<file path="src/rtl/therm_sort_sched_pkg.sv">
// Shared types and helpers for the thermometer batch sorter.
package therm_pkg;

  typedef enum logic [1:0] {LOAD, SORT, DRAIN} state_t;

  // Valid thermometer code is 0..01..1; the caller zero-extends the word.
  function automatic bit is_therm(input logic [63:0] w);
    return (w & (w + 64'd1)) == 64'd0;
  endfunction

  // Number of compare-exchange steps for an odd-even transposition over k words.
  function automatic int num_compares(input int k);
    int c;
    c = 0;
    for (int r = 0; r < k; r++) c += (k - (r % 2)) / 2;
    return c;
  endfunction

endpackage

</file>
<file path="src/rtl/therm_sort_sched_if.sv">
// Input/output stream bundle of the thermometer sorter plus its status flags.
interface therm_sort_sched_if #(parameter int N = 4);
  logic         in_valid;
  logic         in_ready;
  logic [N-1:0] in_data;
  logic         out_valid;
  logic         out_ready;
  logic [N-1:0] out_data;
  logic         out_last;
  logic         busy;
  logic         err;

  modport master (
    output in_valid, in_data, out_ready,
    input  in_ready, out_valid, out_data, out_last, busy, err
  );

  modport slave (
    input  in_valid, in_data, out_ready,
    output in_ready, out_valid, out_data, out_last, busy, err
  );
endinterface

</file>
<file path="src/rtl/therm_sort_sched_cmp_exch.sv">
// Compare-exchange for thermometer codes: AND gives the min, OR the max.
module therm_cmp_exch #(
  parameter int N = 4
) (
  input  logic [N-1:0] a,
  input  logic [N-1:0] b,
  output logic [N-1:0] min,
  output logic [N-1:0] max
);
  assign min = a & b;
  assign max = a | b;
endmodule

</file>
<file path="src/rtl/therm_sort_sched.sv">
// Loads K thermometer words, sorts them with one shared compare-exchange cell
// stepped through an odd-even transposition network, then streams them out ascending.
module therm_sort_sched
  import therm_pkg::*;
#(
  parameter int N = 4,
  parameter int K = 4
) (
  input  logic             clk,
  input  logic             rst,
  therm_sort_sched_if.slave bus
);
  localparam int            IW   = $clog2(K);
  localparam logic [IW-1:0] LAST = IW'(K - 1);

  state_t                state, state_nx;
  logic [K-1:0][N-1:0]   store;
  logic [IW-1:0]         load_idx, out_idx, round, pi, pj;
  logic                  err_q;
  logic                  in_hs, out_hs, last_pair, next_has, sort_done;
  logic [N-1:0]          mn, mx;

  assign in_hs  = bus.in_valid  && (state == LOAD);
  assign out_hs = bus.out_ready && (state == DRAIN);
  assign pj     = pi + IW'(1);

  // Last pair of a round, and whether the following round has any pair at all
  // (an odd-start round needs K > 2); the sort ends when no round remains.
  assign last_pair = (int'(pi) + 3 >= K);
  assign next_has  = (int'(round) + 1 < K) && (round[0] || K > 2);
  assign sort_done = last_pair && !next_has;

  therm_cmp_exch #(.N(N)) u_cx (
    .a   (store[pi]),
    .b   (store[pj]),
    .min (mn),
    .max (mx)
  );

  always_ff @(posedge clk) begin
    if (rst) state <= LOAD;
    else     state <= state_nx;
  end

  always_comb begin
    state_nx = state;
    case (state)
      LOAD:    if (in_hs && load_idx == LAST)  state_nx = SORT;
      SORT:    if (sort_done)                  state_nx = DRAIN;
      DRAIN:   if (out_hs && out_idx == LAST)  state_nx = LOAD;
      default: state_nx = LOAD;
    endcase
  end

  always_comb begin
    bus.in_ready  = 1'b0;
    bus.out_valid = 1'b0;
    bus.busy      = 1'b0;
    bus.out_last  = 1'b0;
    bus.out_data  = '0;
    case (state)
      LOAD: bus.in_ready = 1'b1;
      SORT: bus.busy     = 1'b1;
      DRAIN: begin
        bus.out_valid = 1'b1;
        bus.busy      = 1'b1;
        bus.out_data  = store[out_idx];
        bus.out_last  = (out_idx == LAST);
      end
      default: ;
    endcase
  end

  assign bus.err = err_q;

  always_ff @(posedge clk) begin
    if (rst) begin
      store    <= '0;
      load_idx <= '0;
      out_idx  <= '0;
      round    <= '0;
      pi       <= '0;
      err_q    <= 1'b0;
    end else begin
      case (state)
        LOAD: begin
          round <= '0;
          pi    <= '0;
          if (in_hs) begin
            store[load_idx] <= bus.in_data;
            load_idx        <= (load_idx == LAST) ? '0 : load_idx + IW'(1);
            // First word of a batch restarts the sticky flag.
            err_q <= ((load_idx == '0) ? 1'b0 : err_q) | !is_therm(64'(bus.in_data));
          end
        end
        SORT: begin
          store[pi] <= mn;
          store[pj] <= mx;
          if (last_pair) begin
            round <= round + IW'(1);
            pi    <= round[0] ? '0 : IW'(1);
          end else begin
            pi <= pi + IW'(2);
          end
        end
        DRAIN: begin
          if (out_hs) out_idx <= (out_idx == LAST) ? '0 : out_idx + IW'(1);
        end
        default: ;
      endcase
    end
  end
endmodule

</file>
<file path="src/flat_wrapper.sv">
// flat-port wrapper written by rule: the top's interface ports become plain ports
module therm_sort_sched_flat import therm_pkg::*;
#(
  parameter int N = 4,
  parameter int K = 4
)
  (clk, rst, bus_in_valid, bus_in_data, bus_out_ready, bus_in_ready, bus_out_valid, bus_out_data, bus_out_last, bus_busy, bus_err);
  therm_sort_sched_if #(.N(N)) bus_i ();
  input  logic clk;
  input  logic rst;
  input wire logic [$bits(bus_i.in_valid)-1:0] bus_in_valid;
  input wire logic [$bits(bus_i.in_data)-1:0] bus_in_data;
  input wire logic [$bits(bus_i.out_ready)-1:0] bus_out_ready;
  output wire logic [$bits(bus_i.in_ready)-1:0] bus_in_ready;
  output wire logic [$bits(bus_i.out_valid)-1:0] bus_out_valid;
  output wire logic [$bits(bus_i.out_data)-1:0] bus_out_data;
  output wire logic [$bits(bus_i.out_last)-1:0] bus_out_last;
  output wire logic [$bits(bus_i.busy)-1:0] bus_busy;
  output wire logic [$bits(bus_i.err)-1:0] bus_err;
  assign bus_i.in_valid = bus_in_valid;
  assign bus_i.in_data = bus_in_data;
  assign bus_i.out_ready = bus_out_ready;
  assign bus_in_ready = bus_i.in_ready;
  assign bus_out_valid = bus_i.out_valid;
  assign bus_out_data = bus_i.out_data;
  assign bus_out_last = bus_i.out_last;
  assign bus_busy = bus_i.busy;
  assign bus_err = bus_i.err;
  therm_sort_sched #(.N(N), .K(K)) u_core (.clk(clk), .rst(rst), .bus(bus_i));
endmodule
</file>
<file path="config.mk">
export PLATFORM = sky130hd
export DESIGN_NAME = therm_sort_sched_flat
export DESIGN_NICKNAME = d
export VERILOG_FILES = /design/src/rtl/therm_sort_sched_pkg.sv /design/src/rtl/therm_sort_sched_if.sv /design/src/rtl/therm_sort_sched_cmp_exch.sv /design/src/rtl/therm_sort_sched.sv /design/src/flat_wrapper.sv
export SDC_FILE = /design/constraint.sdc
export NUM_CORES = 1
export LEC_CHECK = 0
export CAP_MARGIN = 10
export CORE_UTILIZATION = 58
export DETAILED_ROUTE_END_ITERATION = 12
export GPL_TIMING_DRIVEN = 0
export PLACE_DENSITY = 0.81
export SLEW_MARGIN = 20
export SYNTH_ARGS = -nofsm -noshare
export SYNTH_HDL_FRONTEND = slang
export SYNTH_SLANG_ARGS = --single-unit
</file>
<file path="constraint.sdc">
create_clock -name clk -period 3 [get_ports clk]
set_input_delay 0.6 -clock clk [delete_from_list [all_inputs] [get_ports clk]]
set_output_delay 0.6 -clock clk [all_outputs]
set_load 0.05 [all_outputs]
</file>
==> impl_metrics.toml <==
[yosys]
synthesis.nets = 272
asyncSetResetFlopFracSynth_pct = 0
syn_avg_cell_area_um2 = 8.65
synth-seq-area-share_pct = 25.2
synth.ff_latch_count = 27
synth_edf_count = 0
yosysWarningCount = 0
yosysUniqueCellTypes = 35
syn-instance-count = 248
mappedNetlistArea_um2 = 2150
ys.flop_type = "dfxtp_1"

[global_route]
antenna_found_initial = 0
first_pass_grt_wire_length_um = 9170
grt_remaining_overflow = 0
grt_start_max_net_pins = 16
grt_pass1_vias = 1873
grt.total_usage_pct = 29.9

[routing]
route.detailed.wl_per_inst_um = 18.6
count_of_routing_violations_after_the_opening_detailed_route_iteration = 245
dr_total_vias = 2079
post_drt_via_cell_ratio = 6.64
route.detailed.drc = 0
wirelength_um = 5810
firstDrtPassIters = 6
ant_nets = 0

[sta]
skew_ps = 5.72
slew_headroom_pct = 60.2
final-setup-viol-count = 0
post-route-period-util_pct = 95.8
final-hold-violation-count = 0
period_minus_slack_ps = 2870
rsz0062_at_grt = "false"
maximum_frequency_from_static_timing_analysis_ghz = 0.348
tightest_pin_transition_ps = 596
timing.setup.tns_ps = 0
whs_ps = 466
report.final.slew_viol_count = 0

[critical_path]
worst_ep_arrival_time_ps = 2270
critical_path.startpoint_type = "flip-flop"
crit_type = "reg -> out"
cp_max_fo = 6
worst-endpoint-required_ps = 2400
critPathCaptureType = "output pin"

[floorplanning]
initial_core_util_pct = 62.3
core.rowCount = 21
area_of_the_die_um2 = 3950
core_area_um2 = 3440
fp.dieW_um = 62.8
top_level_pins = 17
die_y_um = 62.8

[clock_tree]
clock_buffers_created_by_tritoncts = 3
clock_tree_from_tritoncts = "done"
clk_pin_slew_ps = 100
root_buffer_cell = "clkbuf_8"
cts.path.max_buffers = 2
ctsHtreeMaxLevel = 1
insertion_delay_ps = 270
clock-sinks = 27
post-cts-setup-buffer-count = 0
cts-hold-fix-buffers = 0

[place]
place.detailed.instances = 309
gp_routability_congestion = 0.936
dp.final_hpwl_um = 4020
post_dp_cell_area_um2 = 2350
place.port_buffers = 15

[power]
power.share.combinational_pct = 61.5
share_clk_of_total_power_pct = 11.4
power_density_nw_per_um2 = 773
leakage_power_total_nw = 0.852
power.share.sequential_pct = 27.2
power.switching_fraction_pct = 49.2
maximum_resistive_drop_on_vdd_v = 0.000388
internal_power_of_the_cells_mw = 0.945
net-switching-power_mw = 0.916

[cells_and_area]
drive_above_1_share_pct = 10.5
finalNetCount = 292
fillerInstances = 265
layout.cells.non_filler = 313
area_growth_syn_to_layout_pct = 12.2
mostFrequentLayoutCells = "dfxtp_1 (27), a21oi_1 (23), nor2_1 (20)"
antenna_cells = 0
final_common_cell = "dfxtp_1"
final_design_area_no_fill_um2 = 2410

[job]
drv.max_cap_violation_count = 0

[run_status]
outcome = "complete, no violations"

[worst_hold_path]
worstHoldPathType = "reg -> reg"
==> metrics by stage <==
stage	utilization [%]	setup WS, ps	power, mW
6_report	69.9	126	1.86
5_1_grt	69.9	68.6	1.97
3_5_place_dp	68.4	181	1.61
3_3_place_gp	68.4	196	1.59
2_1_floorplan	-	685	1.34
4_1_cts	69.8	135	1.83
==> flip-flops by register name, indices dropped and copies added, names as in the netlist <==
register         count
u_core.bus.err       1
u_core.store        16
u_core.state         2
u_core.load_idx      2
u_core.pi            2
u_core.round         2
u_core.out_idx       2
==> synthesized netlist by cell type (all sizes together) (2+ instances only) <==
cell / n / area [µm²]
dfxtp: 27 / 541
a21oi: 23 / 115
nor2: 20 / 75.1
nand2: 18 / 67.6
ha: 16 / 200
mux4: 12 / 278
nand3: 12 / 60.1
clkbuf: 11 / 41.3
nor3: 11 / 55.1
o21ai: 11 / 55.1
mux2i: 10 / 100
and2: 7 / 43.8
inv: 7 / 26.3
a21o: 5 / 37.5
buf: 5 / 31.3
or3: 5 / 31.3
a211o: 4 / 35.0
a211oi: 4 / 30.0
a222oi: 4 / 40.0
a311o: 4 / 40.0
nand2b: 4 / 25.0
o211ai: 4 / 30.0
o21ba: 4 / 40.0
o22ai: 4 / 25.0
o311ai: 4 / 35.0
a32oi: 3 / 26.3
nor2b: 2 / 12.5
or2: 2 / 12.5
==> power by group through the flow <==
stage               registers, mW  clock network, mW  logic (mW)
finish                      0.506              0.212        1.14
global placement            0.506                  0        1.09
global route                0.514              0.230        1.23
detailed placement          0.510                  0        1.10
floorplan                   0.497                  0       0.845
CTS                         0.502              0.217        1.11
==> cells by family after synthesis <==
logic type | after synthesis | synth area share (%)
AND/OR/NAND/NOR | 83 | 18.5
flip-flops | 27 | 25.2
AO/OA/AOI/OAI | 76 | 24.5
multiplexers | 22 | 17.6
buffers and inverters | 24 | 4.78
adder cells (fa/ha/maj) | 16 | 9.33
==> worst max-delay path, stage by stage, from the launching register on <==
cell	delay [ps]
dfxtp_1	350
clkbuf_2	250
mux4_2	530
and2_1	170
clkdlybuf4s50_1	690
==> cell type report <==
| class | instances | area, µm² | share of cell area [%] |
|---|---|---|---|
| tap | 46 | 57.6 | 2.39 |
| timing repair buffer | 15 | 150 | 6.24 |
| sequential | 27 | 541 | 22.5 |
| clock buffer | 3 | 41.3 | 1.72 |
| inverter | 8 | 30.0 | 1.25 |
| multi-input combinational | 197 | 1510 | 62.6 |
| clock inverter | 1 | 5.00 | 0.208 |
| buffer | 16 | 75.1 | 3.12 |
==> per-layer routing <==
layer	track usage (%)	vias up	share of wire, %
met4	9.59	0	1.8
met5	0	-	0
met3	3.65	12	9.6
li1	-	978	-
met2	47.7	121	45
met1	41.6	968	43
==> repair_timing <==
action,CTS,global route
resized for setup,1,3
cloned,0,0
endpoints found under the setup margin,4,3
pin swaps,0,0
==> final timing paths <==
| check | from | cells after the start | slack, ps | endpoint |
|---|---|---|---|---|
| setup / recovery | u_core.out_idx[0] | 4 | 130 | bus_out_data[1] |
| hold / removal | u_core.round[1] | 2 | 470 | u_core.round[1] |
| setup reg to reg | u_core.pi[1] | 8 | 190 | u_core.store[7] |
| hold reg to reg | u_core.round[1] | 2 | 470 | u_core.round[1] |
(Power assumes the default switching activity.)
